$ cat config.mk
export PLATFORM = sky130hd
export DESIGN_NAME = booth_mul_seq
export DESIGN_NICKNAME = d
export VERILOG_FILES = /design/src/rtl/booth_pkg.sv /design/src/rtl/booth_mul_seq_step.sv /design/src/rtl/booth_mul_seq.sv
export SDC_FILE = /design/constraint.sdc
export NUM_CORES = 1
export LEC_CHECK = 0
export ABC_AREA = 1
export CAP_MARGIN = 15
export CORE_MARGIN = 5
export CORE_UTILIZATION = 35
export DETAILED_ROUTE_END_ITERATION = 12
export SETUP_SLACK_MARGIN = 0.15
export SLEW_MARGIN = 30
export SYNTH_ARGS = -nofsm -noshare
export SYNTH_HDL_FRONTEND = slang
export SYNTH_SLANG_ARGS = --single-unit
$ cat constraint.sdc
create_clock -name clk -period 6.9 [get_ports clk]
set_clock_uncertainty 0.1 [all_clocks]
set_input_delay 1.38 -clock clk [delete_from_list [all_inputs] [get_ports clk]]
set_output_delay 1.38 -clock clk [all_outputs]
set_load 0.05 [all_outputs]
$ cat src/rtl/booth_pkg.sv
// Shared types and helpers for the iterative radix-2 Booth multiplier.
// Operand extension happens at accept time so one signed datapath covers both modes.
package booth_pkg;

  localparam int unsigned MAX_W   = 32;
  localparam int unsigned MAX_EXT = MAX_W + 1;

  typedef logic [MAX_W-1:0] word_t;
  typedef logic [MAX_EXT:0] ext_t;

  typedef enum logic [1:0] {
    IDLE,
    CALC,
    DONE
  } state_e;

  // Booth control encodings, indexed by {mq[0], q_m1}
  localparam logic [1:0] BOOTH_NOP_LO = 2'b00;
  localparam logic [1:0] BOOTH_ADD    = 2'b01;
  localparam logic [1:0] BOOTH_SUB    = 2'b10;
  localparam logic [1:0] BOOTH_NOP_HI = 2'b11;

  // Extends the low `width` bits of value; callers truncate the result to EXT or EXT+1 bits.
  function automatic ext_t booth_ext(input word_t value, input int unsigned width,
                                     input logic is_signed);
    ext_t r;
    logic fill;
    fill = is_signed & value[5'(width - 1)];
    r    = ext_t'(value);
    for (int unsigned i = 0; i <= MAX_EXT; i++) begin
      if (i >= width) r[6'(i)] = fill;
    end
    return r;
  endfunction

endpackage

$ cat src/rtl/booth_mul_seq_step.sv
// One radix-2 Booth iteration: conditional add/subtract of M into acc,
// then an arithmetic right shift of {acc, mq, q_m1}.
import booth_pkg::*;

module booth_mul_seq_step #(
  parameter int unsigned EXT = 9
) (
  input  logic [EXT:0]   i_acc,
  input  logic [EXT-1:0] i_mq,
  input  logic           i_q_m1,
  input  logic [EXT:0]   i_m,
  output logic [EXT:0]   o_acc,
  output logic [EXT-1:0] o_mq,
  output logic           o_q_m1
);

  logic [EXT:0] w_sum;

  always_comb begin
    w_sum = i_acc;
    case ({i_mq[0], i_q_m1})
      BOOTH_SUB: w_sum = i_acc - i_m;
      BOOTH_ADD: w_sum = i_acc + i_m;
      default:   w_sum = i_acc;
    endcase
    {o_acc, o_mq, o_q_m1} = {w_sum[EXT], w_sum, i_mq};
  end

endmodule

$ cat src/rtl/booth_mul_seq.sv
// Iterative radix-2 Booth multiplier with valid/ready handshakes on both sides.
// One operation in flight; the product is held in DONE until the consumer takes it.
import booth_pkg::*;

module booth_mul_seq #(
  parameter int unsigned WIDTH = 8
) (
  input  logic                 clk,
  input  logic                 n_rst,
  input  logic                 in_valid,
  output logic                 in_ready,
  input  logic [WIDTH-1:0]     multiplicand,
  input  logic [WIDTH-1:0]     multiplier,
  input  logic                 is_signed,
  output logic                 out_valid,
  input  logic                 out_ready,
  output logic [2*WIDTH-1:0]   product
);

  localparam int unsigned EXT = WIDTH + 1;
  localparam int unsigned CW  = $clog2(EXT + 1);

  state_e               r_state;
  logic [EXT:0]         r_acc;
  logic [EXT:0]         r_m;
  logic [EXT-1:0]       r_mq;
  logic                 r_q_m1;
  logic [CW-1:0]        r_cnt;
  logic [2*WIDTH-1:0]   r_product;
  logic                 r_in_ready;
  logic                 r_out_valid;

  logic [EXT:0]         w_m_ext;
  logic [EXT-1:0]       w_mq_ext;
  logic [EXT:0]         w_acc_n;
  logic [EXT-1:0]       w_mq_n;
  logic                 w_q_m1_n;
  logic [2*WIDTH-1:0]   w_prod;

  // Mode is applied here at accept; afterwards only the extended operands matter.
  assign w_m_ext  = (EXT+1)'(booth_ext(word_t'(multiplicand), WIDTH, is_signed));
  assign w_mq_ext = EXT'(booth_ext(word_t'(multiplier), WIDTH, is_signed));
  assign w_prod   = (2*WIDTH)'({w_acc_n, w_mq_n});

  booth_mul_seq_step #(
    .EXT(EXT)
  ) u_step (
    .i_acc (r_acc),
    .i_mq  (r_mq),
    .i_q_m1(r_q_m1),
    .i_m   (r_m),
    .o_acc (w_acc_n),
    .o_mq  (w_mq_n),
    .o_q_m1(w_q_m1_n)
  );

  always_ff @(posedge clk) begin
    if (!n_rst) begin
      r_state     <= IDLE;
      r_acc       <= '0;
      r_m         <= '0;
      r_mq        <= '0;
      r_q_m1      <= 1'b0;
      r_cnt       <= '0;
      r_product   <= '0;
      r_in_ready  <= 1'b1;
      r_out_valid <= 1'b0;
    end else begin
      case (r_state)
        IDLE: begin
          if (in_valid) begin
            r_acc      <= '0;
            r_mq       <= w_mq_ext;
            r_q_m1     <= 1'b0;
            r_m        <= w_m_ext;
            r_cnt      <= '0;
            r_in_ready <= 1'b0;
            r_state    <= CALC;
          end
        end
        CALC: begin
          r_acc  <= w_acc_n;
          r_mq   <= w_mq_n;
          r_q_m1 <= w_q_m1_n;
          r_cnt  <= r_cnt + 1'b1;
          // Last step: capture the post-step value so out_valid rises EXT edges after accept
          if (r_cnt == CW'(EXT - 1)) begin
            r_product   <= w_prod;
            r_out_valid <= 1'b1;
            r_state     <= DONE;
          end
        end
        DONE: begin
          if (out_ready) begin
            r_out_valid <= 1'b0;
            r_in_ready  <= 1'b1;
            r_state     <= IDLE;
          end
        end
        default: begin
          r_out_valid <= 1'b0;
          r_in_ready  <= 1'b1;
          r_state     <= IDLE;
        end
      endcase
    end
  end

  assign in_ready  = r_in_ready;
  assign out_valid = r_out_valid;
  assign product   = r_product;

endmodule

# After elaboration in Yosys (flattened, before gate mapping)
# Index checks and enable logic that the tools add are counted.
# totals
reg_bits	53
inputBits	21
# classes
add_sub_neg	3
eq_ne	8
n_mux	18
n_bitwise	4
reduce_logical	8
# ops
operator	count
10-bit case mux with 2 select lines	2
9-bit case mux with 2 select lines	1
10-bit adder	1
10-bit two-way mux	1
10-bit subtractor	1
9-bit two-way mux	1
3-bit AND reduction	3
4-bit case mux with 2 select lines	1
2-bit two-way mux	3
2-bit != test (second input constant)	3
1-bit case mux with 3 select lines	2
2-bit case mux with 3 select lines	1
2-bit AND reduction	3
4-bit by 1-bit adder with 4-bit output (second input constant)	1
2-bit by 1-bit == test with 1-bit output (second input constant)	2
2-bit == test (second input constant)	2
4-bit == test (second input constant)	1
1-bit two-way mux	4
4-bit two-way mux	1
1-bit bitwise AND	2
2-bit zero test	1
1-bit NOT	2
1-bit case mux with 2 select lines	1
2-bit nonzero test	1

# Longest topological paths before layout
# Gate-level depths: netlist of run 1.
# depth
ltp_word	3
ltp_mapped	18
mapped_depth_nobuf	18

# By module
# A second synthesis of run 1 with hierarchy kept.
# unflattened
hier_cells	441
area_unflattened_um2	2962.8
# modules_own_cells
mod	n_inst	cells_each	area_per_inst_um2	seq_area_each_um2
booth_mul_seq	1	292	2135.8	1061.0
booth_mul_seq_step	1	149	827.0	0.0

# Worst setup path before layout of run 1
# OpenSTA, ideal clock, no wires.
# synth_timing
kind	register -> register
from	register r_mq[0]
to	register r_acc[2]
setup_time_ns	0.132
arrival_time_ns	2.041
required_time_ns	6.668
slack_ns	4.627
stages_incl_launch_ff	14
path_buffers	1
synth_period_minus_slack_ns	2.273
cell_sequence	dfxtp_1 -> inv_1 -> ha_1 -> clkbuf_1 -> inv_1 -> o21ai_0 -> ha_1 -> nand3_1 -> nand3_1 -> or2_2 -> nand3_1 -> nand2_1 -> nand2_1 -> a21oi_1
# synth_via
elab_chain_cells	3
word_cells_on_any_way	4
# synth_rtl
item	line_no	rtl
start, declared	booth_mul_seq.sv:26	logic [EXT-1:0] r_mq;
start signal, assigned	booth_mul_seq.sv:73	r_mq <= w_mq_ext;
start signal, assigned	booth_mul_seq.sv:83	r_mq <= w_mq_n;
2-bit by 1-bit == test with 1-bit output / 2-bit == test (equally long branches)	booth_mul_seq_step.sv:21	case ({i_mq[0], i_q_m1})
10-bit case mux with 2 select lines (*)	booth_mul_seq_step.sv:21	
10-bit case mux with 2 select lines (*)	booth_mul_seq.sv:69	case (r_state)
end signal, assigned	booth_mul_seq.sv:82	r_acc <= w_acc_n;
end, declared	booth_mul_seq.sv:24	logic [EXT:0] r_acc;
# Mark *: on every way between the ends. The rest lies on a longest branch, timed or not.
# A chain may end at the register's enable or synchronous reset.

==> results by group, run 1 <==
Status
  – Status: finished clean

GRT
  – Vias in the first global route: 2,448
  – Initial antenna violation count: 0
  – Largest net degree at the start of global routing: 29
  – All-Layer GR Usage: 13.8%
  – Aggregate global routing overflow: 0
  – First-pass GRT wire length: 11,100 um

Drt
  – Vias: approximately 2.6k
  – WL/cell: 12.5 um
  – Antenna-violating nets left: 0
  – Initial DRC count: 75
  – Post-Route WL: between 6000 and 7000 um
  – DR DRC count: 0
  – Pre-antenna DRT Iters: 4
  – Vias per inst: 4.95

Synthesis
  – Flops & latches, synth: 52
  – Netlist cell types: 33
  – Commonest cells post-synth: nand2_1, dfxtp_1, a21oi_1
  – Ys Warns: 0
  – Syn Nets: 423
  – Top-count cell post-synth: nand2_1
  – Cell taking the most area after synthesis: dfxtp_1
  – Top FF cell, synth: dfxtp_1
  – Top cell type's share of synthesized area: 38.0%
  – Number of flops mapped to enable cells by yosys: 0
  – FFs w/ async S/R, synth: 0%
  – Cells after Synth: 387
  – Seq/Total Area, Yosys: approximately two fifths
  – Avg Inst Size Synth: 7.08 um2
  – Synth Cell Area: 0.00274 mm2
  – Area contributors post-synth: dfxtp_1, nand2_1, a21oi_1

CTS
  – Post-CTS sizing: 0
  – Clock-pin transition on the worst setup and hold timing paths: 0.09 ns
  – CTS Hold Bufs: 0
  – H-tree levels: 2
  – Root Driver: clkbuf_8
  – TritonCTS buffer count: 5
  – CTS tree: yes
  – Clock Latency Late Sink: ~0.3 ns
  – # Post-CTS Setup Buffers: 0
  – Clock buffer depth: 2
  – CTS Sinks: 52

Final layout
  – Layout cell share with drive strength beyond 1: 4.31%
  – FF/Latch Area: 0.00104 mm2
  – Final net count: 453
  – Antenna cells: 0
  – Filler cell count: 805
  – Area delta synth->final: 19.5%
  – Area of the multi-input gates: 0.00147 mm2

Pwr
  – Sequential Power Share: between 40% and 50%
  – Clock Power Share: 29.0%
  – Psw: 0.217 mW
  – PD cells: between 200 and 250 mW/mm2
  – Combinational fraction of design power: 24.4%
  – Switching Fraction: 30.9%
  – Internal: 0.485 mW
  – Peak VDD IR: 0.118 mV
  – Static Leak: between 1 and 1.5 nW

Timing
  – Hold_ws: about 0.36 ns
  – Unrepaired setup endpoints after global routing: false
  – Final Cycle Share: 43.8%
  – Final setup violation count: 0
  – Setup_tns: 0 ns
  – Slew margin rel.: 49.6%
  – Pins Over Slew Limit: 0
  – Fmax: 0.331 GHz
  – Min Tclk post-route: slightly above 3 ns
  – Setup slack after layout: between 3 and 4 ns
  – Final Hold Vio Count: 0
  – Worst-Margin Slew: 0.756 ns

Placement
  – Placer congestion estimate: 0.891
  – Buffers on Ports: 38
  – Worst slack at placement: 3.53 ns
  – Post-DP HPWL: 4910 um

Setup path
  – Critical path's top delay family: buffers and inverters
  – CP max-delay cell: clkinv_1
  – CP Buf/Inv Count: 4
  – Arr. time, crit path: roughly 3.2 ns
  – WS Path Type: in -> reg
  – Max stage delay on crit path: roughly 0.65 ns
  – Critical path cell sequence: clkdlybuf4s50_1, buf_4, clkinv_1, nor2_1, o21ai_0, inv_1
  – CP Capture Type: flop
  – WP data required: 7.05 ns
  – Crit-path max FO: 28
  – Type of origin of the critical path: input pin

Floorplan
  – I/O pins: 39
  – Row cnt: 32
  – Die Area: a little under 0.01 mm2
  – Die width: a little under 100 um
  – Chip height: 98.5 um
  – Core Box Area: just under 0.008 mm2
  – Initial Util: between 30% and 40%

Run
  – Max_cap viols: 0

Worst hold path
  – HP Class: reg -> reg
## layout by cell type (no fill, tap or decap), types with 14 or more instances in the layout
cell,instances
o21ai_0,32
a31oi_1,15
a21oi_1,39
nand2_1,111
nand3_1,23
inv_1,31
ha_1,14
clkdlybuf4s50_1,38
dfxtp_1,52
nor2_1,20
## area by class of cell
cell class                 count  share of cell area, %
inverter                      37                   4.32
timing repair buffer          39                   11.9
clock buffer                   6                   2.22
tap                          102                   3.90
clock inverter                 2                   1.07
multi-input combinational    282                   44.8
sequential                    52                   31.8
## per-layer routing
| layer | global-route usage, % | up-vias | share of wire (%) |
|---|---|---|---|
| met5 | 0 | - | 0 |
| met4 | 5.04 | 0 | 2.1 |
| met3 | 2.97 | 12 | 4.3 |
| met2 | 21.6 | 57 | 44 |
| met1 | 18.6 | 1154 | 49 |
| li1 | - | 1351 | - |
## logic make-up after synthesis
logic type	after synthesis	share of synthesized area [%]
xor gates and xnor gates	6	1.92
AOI/OAI and AO/OA	93	18.4
adders and majority gates	15	7.13
muxes	1	0.365
DFF	52	38.0
and+or+nand+nor	167	25.8
buffers and inverters	53	8.41
## worst paths after layout
path         startpoint     endpoint  slack, ns  depth (start not counted)
max               n_rst  product[15]       3.88                          6
min          product[5]   product[5]       0.36                          2
max reg2reg     r_mq[0]     r_acc[1]       4.18                         10
min reg2reg  product[5]   product[5]       0.36                          2
## power groups by stage
stage	registers [mW]	logic [mW]	clock network (mW)
floorplan	0.332	0.127	0
global placement	0.334	0.168	0
detailed placement	0.334	0.172	0
CTS	0.327	0.172	0.211
global route	0.329	0.197	0.222
finish	0.327	0.171	0.204
## worst reg2reg max path, delay by kind of cell (launching register included)
family	cells	cell delay (ns)
AO/OA/AOI/OAI	4	0.98
adder cells (fa/ha/maj)	2	0.84
AND/OR/NAND/NOR	2	0.12
buffers and inverters	2	0.21
flip-flops	1	0.34
## through the flow
step           cells  util (%)  instance area (um2)  total power [mW]
2_1_floorplan    387         -                 2740             0.458
3_5_place_dp     512      41.2                 3170             0.506
5_1_grt          520      42.6                 3270             0.747
6_report         520      42.6                 3270             0.702
3_3_place_gp     512      41.2                 3170             0.502
4_1_cts          520      42.6                 3270             0.710
## registers in the layout, summed over array words and instances (netlist names)
| signal | cells |
|---|---|
| in_ready | 1 |
| out_valid | 1 |
| product | 16 |
| r_acc | 9 |
| r_cnt | 4 |
| r_m | 9 |
| r_mq | 9 |
| r_q_m1 | 1 |
| r_state | 2 |
No activity file was read; power rests on OpenSTA's default activity.
==> inputs of run 2 (changes only) <==
==> constraint.sdc (replaced) <==
create_clock -name clk -period 3.1 [get_ports clk]
set_clock_uncertainty 0.1 [all_clocks]
set_input_delay 0.62 -clock clk [delete_from_list [all_inputs] [get_ports clk]]
set_output_delay 0.62 -clock clk [all_outputs]
set_load 0.05 [all_outputs]
==> results by group, run 2 (synthesis gave the netlist of run 1 again) <==
Timing
  – Fmax: 0.399 GHz
  – Unrepaired setup endpoints after global routing: false
  – Slew margin rel.: 66.2% (+17 points)
  – Min Tclk post-route: around 2.5 ns
  – Final Cycle Share: between 80% and 90%
  – Setup_tns: 0 ns (unchanged)
  – Final Hold Vio Count: 0 (unchanged)
  – Pins Over Slew Limit: 0 (unchanged)
  – Worst-Margin Slew: 0.506 ns (-0.250 ns)
  – Final setup violation count: 0 (unchanged)

CTS
  – Post-CTS sizing: 0 (unchanged)
  – CTS tree: yes
  – Root Driver: clkbuf_8
  – Clock Latency Late Sink: 0.31 ns (about the same)
  – Clock buffer depth: 2 (unchanged)
  – H-tree levels: 2 (unchanged)
  – CTS Hold Bufs: 0 (unchanged)
  – Clock-pin transition on the worst setup and hold timing paths: 0.10 ns (about the same)
  – # Post-CTS Setup Buffers: 0 (unchanged)
  – TritonCTS buffer count: 5 (unchanged)
  – CTS Sinks: 52 (unchanged)

GRT
  – All-Layer GR Usage: 14.7% (+0.90 points)
  – Largest net degree at the start of global routing: 29 (unchanged)
  – Vias in the first global route: 2,508 (+2.5%)
  – First-pass GRT wire length: 11,700 um (+5.4%)
  – Aggregate global routing overflow: 0 (unchanged)
  – Initial antenna violation count: 0 (unchanged)

Final layout
  – Max reg flops: 16 (unchanged)
  – Layout cell share with drive strength beyond 1: 4.99% (+0.68 points)
  – Area delta synth->final: 19.6% (about the same)
  – Filler cell count: 821 (+2.0%)
  – Most frequent cells in the layout: nand2_1, dfxtp_1, a21oi_1
  – Final net count: 456 (+0.66%)
  – Final cell area excluding filler cells: 0.00327 mm2 (about the same)
  – Antenna cells: 0 (unchanged)
  – Most common cell after layout, fill and taps aside: nand2_1

Drt
  – WL/cell: 13.1 um (+4.4%)
  – Vias: 2,603 (+1.1%)
  – Antenna-violating nets left: 0 (unchanged)
  – Vias per inst: 4.98 (+0.55%)
  – DR DRC count: 0 (unchanged)
  – Post-Route WL: 6840 um (+5.0%)
  – Pre-antenna DRT Iters: 5 (+1)
  – Initial DRC count: 147 (+96%)

Setup path
  – Arr. time, crit path: 2.61 ns (-0.56 ns)
  – CP dominant cell by count: nand2_1
  – Crit-path max FO: 8 (-71%)
  – Max stage delay on crit path: 0.35 ns (-0.30 ns)
  – Type of origin of the critical path: flop
  – WP data required: 3.20 ns (-3.85 ns)
  – CP max-delay cell: dfxtp_1
  – WS Path Type: reg -> reg
  – CP Capture Type: flop
  – Critical path cell sequence: inv_1, ha_1, inv_1, o21ai_0, o22ai_1, ha_1, nand2_1, nand3_1, or2_2, nand3_1, nand2_1, nand2_1, a21oi_1
  – Worst reg2reg startpoint: r_mq[0]
  – Critical path origin: r_mq[0]

Worst hold path
  – HP Class: reg -> reg
  – Hold path start: product[4]

Pwr
  – PD cells: 460 mW/mm2 (+110%)
  – Static Leak: 1.37 nW (+0.42%)
  – Final Total Pwr: 1.51 mW (+110%)
  – Peak VDD IR: 0.210 mV (+77%)

Floorplan
  – Die Area: 0.00969 mm2 (unchanged)
  – Die width: 98.5 um (unchanged)
  – Initial Util: 35.6% (unchanged)
  – I/O pins: 39 (unchanged)
  – Core Box Area: 0.00769 mm2 (unchanged)
  – Row cnt: 32 (unchanged)
  – Chip height: 98.5 um (unchanged)

Placement
  – Placer congestion estimate: 0.868 (-2.5%)
  – Post-DP HPWL: 5100 um (+3.7%)
  – Dpl cell area: 0.00319 mm2 (+0.71%)
  – Buffers on Ports: 38 (unchanged)

Status
  – Status: finished clean

Run
  – Max_cap viols: 0 (unchanged)
run 2: cell types whose count changed in the layout (fill, tap and decap cells not counted):
| cell | change |
|---|---|
| buf_4 | +3 |
| inv_6 | +1 |
| bufinv_16 | -1 |
run 2: worst paths after layout:
check	to	slack (ns)	cells after the start
hold reg to reg	product[4]	0.37	2
setup / recovery	r_acc[2]	0.59	13
hold / removal	product[4]	0.37	2
setup reg to reg	r_acc[2]	0.59	13
run 2: where the power goes:
part           leakage, nW  switching [mW]  total (mW)  internal (mW)
sequential           0.424          0.0277       0.728          0.700
clock               0.0456           0.237       0.398          0.162
combinational        0.897           0.238       0.380          0.142
total                 1.37           0.502        1.51           1.00
run 2: layout make-up:
cell class	instances	area, um2	share of cell area (%)
clock inverter	2	13.8	0.420
clock buffer	6	72.6	2.22
inverter	37	141	4.32
sequential	52	1040	31.8
multi-input combinational	282	1470	44.8
tap	102	128	3.90
timing repair buffer	42	410	12.5
run 2: critical path, delay by kind of cell, from the launching register on:
family / cells / cell delay (ns)
AOI/OAI and AO/OA: 3 / 0.30
adders and majority gates: 2 / 0.59
buffers and inverters: 2 / 0.21
DFF: 1 / 0.35
and+or+nand+nor: 6 / 0.83
run 2: per-stage QoR:
stage / std cells / utilization (%) / hold slack [ns] / worst slack (ns)
floorplan: 387 / - / 0.343 / 0.827
global placement: 515 / 41.5 / 0.352 / 0.618
detailed placement: 515 / 41.5 / 0.356 / 0.620
CTS: 523 / 42.6 / 0.372 / 0.599
global route: 523 / 42.6 / 0.396 / 0.318
finish: 523 / 42.6 / 0.366 / 0.594
run 2: per-layer routing:
metal / wire [um] / track usage [%] / vias up
met1: 3200 / 18.5 / 1180
met2: 3190 / 24.5 / 57
met3: 312 / 3.61 / 15
li1: - / - / 1351
met4: 144 / 4.94 / 0
met5: 0 / 0 / -
==> inputs of run 3 (changes only) <==
==> constraint.sdc (replaced) <==
create_clock -name clk -period 2.5 [get_ports clk]
set_clock_uncertainty 0.1 [all_clocks]
set_input_delay 0.5 -clock clk [delete_from_list [all_inputs] [get_ports clk]]
set_output_delay 0.5 -clock clk [all_outputs]
set_load 0.05 [all_outputs]
==> results by group, run 3 (synthesis gave the netlist of run 1 again) <==
Setup path
  – CP dominant cell by count: nand2_1
  – WS Path Type: reg -> reg
  – Type of origin of the critical path: flop
  – R2R depth: 13 (unchanged)
  – FF-to-FF End: r_acc[2]
  – CP Capture Type: flop
  – Max stage delay on crit path: 0.35 ns (about the same)
  – CP max-delay cell: dfxtp_2
  – Critical path cell sequence: inv_1, ha_4, inv_4, o21ai_0, o22ai_2, ha_4, nand2_1, nand3_2, or2_2, nand3_1, nand2_1, nand2_1, a21oi_1
  – Reg2reg setup slack: 0.22 ns (-0.38 ns)
  – Worst reg2reg startpoint: r_mq[0]
  – Crit-path max FO: 8 (unchanged)
  – Arr. time, crit path: 2.40 ns (-0.21 ns)
  – WP data required: 2.61 ns (-0.59 ns)

Pwr
  – PD cells: 575 mW/mm2 (+25%)
  – Static Leak: 1.46 nW (+6.8%)
  – Peak VDD IR: 0.272 mV (+30%)

Timing
  – Final Hold Vio Count: 0 (unchanged)
  – Final setup violation count: 0 (unchanged)
  – Pins Over Slew Limit: 0 (unchanged)
  – Worst-Margin Slew: 0.504 ns (-0.00187 ns)
  – Fmax: 0.438 GHz (+9.7%)
  – Final Cycle Share: 91.4% (+11 points)
  – Min Tclk post-route: 2.28 ns (-0.222 ns)
  – Slew margin rel.: 66.3% (+0.13 points)
  – Setup slack after layout: 0.216 ns (-0.378 ns)
  – Setup_tns: 0 ns (unchanged)
  – Hold_ws: 0.367 ns (+0.00135 ns)
  – Unrepaired setup endpoints after global routing: true

GRT
  – Largest net degree at the start of global routing: 28 (-3.4%)
  – First-pass GRT wire length: 12,400 um (+5.8%)
  – All-Layer GR Usage: 15.4% (+0.69 points)
  – Aggregate global routing overflow: 0 (unchanged)
  – Vias in the first global route: 2,639 (+5.2%)
  – Initial antenna violation count: 0 (unchanged)

Placement
  – Post-DP HPWL: 5230 um (+2.6%)
  – Placer congestion estimate: 0.972 (+12%)
  – Buffers on Ports: 38 (unchanged)
  – Dpl cell area: 0.00322 mm2 (+1.1%)
  – Worst slack at placement: -0.101 ns (-0.721 ns)

CTS
  – Root Driver: clkbuf_8
  – CTS tree: yes
  – Clock-pin transition on the worst setup and hold timing paths: 0.10 ns (about the same)
  – H-tree levels: 2 (unchanged)
  – CTS Sinks: 52 (unchanged)
  – Clock Latency Late Sink: 0.31 ns (about the same)
  – Clock buffer depth: 2 (unchanged)
  – TritonCTS buffer count: 5 (unchanged)

Final layout
  – Most frequent cells in the layout: nand2_1, dfxtp_1, clkdlybuf4s50_1
  – Most common cell after layout, fill and taps aside: nand2_1
  – Final cell area excluding filler cells: 0.00356 mm2 (+8.7%)
  – Final net count: 469 (+2.9%)
  – Area delta synth->final: 29.9%
  – Layout cell share with drive strength beyond 1: 18.0% (+13 points)
  – Util after Layout: 46.3% (+3.7 points)
  – Antenna cells: 0 (unchanged)
  – Filler cell count: 802 (-2.3%)
  – Max reg flops: 16 (unchanged)

Floorplan
  – Initial Util: 35.6% (unchanged)
  – I/O pins: 39 (unchanged)
  – Die Area: 0.00969 mm2 (unchanged)
  – Die width: 98.5 um (unchanged)
  – Row cnt: 32 (unchanged)
  – Chip height: 98.5 um (unchanged)
  – Core Box Area: 0.00769 mm2 (unchanged)

Run
  – Max_cap viols: 0 (unchanged)

Drt
  – Initial DRC count: 140 (-4.8%)
  – Vias: 2,748 (+5.6%)
  – Antenna-violating nets left: 0 (unchanged)
  – Post-Route WL: 7600 um (+11%)
  – DR DRC count: 0 (unchanged)
  – Pre-antenna DRT Iters: 4 (-1)
  – WL/cell: 14.2 um (+8.4%)
  – Vias per inst: 5.13 (+3.0%)

Worst hold path
  – HP Class: reg -> reg
  – Hold Path End: product[6]
  – Hold path start: product[6]
  – Worst hold stages: 2 (unchanged)

Status
  – Status: finished clean
## run 3: repair_timing
action	in CTS	in global routing
cloned	0	0
hold endpoints to repair	0	0
buffers inserted	2	8
pin swaps	5	24
resized for setup	13	46
hold buffers	0	0
endpoints found under the setup margin	13	14
## run 3: worst max path at each step
stage	start	endpoint	slack, ns	cells past startpoint
6_report	r_mq[0]	r_acc[2]	0.22	13
5_1_grt	r_mq[0]	r_acc[7]	0.06	12
4_1_cts	r_m[0]	product[15]	0.15	16
3_5_place_dp	r_mq[0]	r_acc[2]	-0.10	12
3_3_place_gp	r_mq[0]	r_acc[2]	-0.03	12
2_1_floorplan	r_mq[0]	r_acc[2]	0.23	13
## run 3: cell type report
type	instances	area, um2	area share (%)
clock buffer	6	72.6	2.04
multi-input combinational	282	1620	45.6
clock inverter	2	13.8	0.387
tap	102	128	3.59
inverter	37	151	4.25
sequential	52	1050	29.4
timing repair buffer	55	524	14.7
## run 3: power by group
group          internal, mW  switching (mW)  leakage (nW)
Sequential            0.870          0.0368         0.425
Clock                 0.201           0.295        0.0456
Combinational         0.269           0.373         0.988
## run 3: worst max-delay path, delay by kind of cell, from the launching register on
family          cells  cell delay, ns
compound gates      3            0.40
fa+ha+maj           2            0.46
flops               1            0.35
buf+inv             2            0.15
simple gates        6            0.74
## run 3: per-layer routing
metal | routed length (um) | track usage [%] | part of all wire [%]
met1 | 3400 | 20.3 | 45
met2 | 3760 | 25.2 | 49
met3 | 311 | 3.04 | 4.1
met4 | 136 | 4.83 | 1.8
met5 | 0 | 0 | 0
## run 3: stage by stage
step                      total power, mW  std cells
after CTS                            1.93        528
final                                2.04        536
after detailed placement             1.40        518
after global routing                 2.17        536
after floorplan                      1.27        387
after global placement               1.40        518
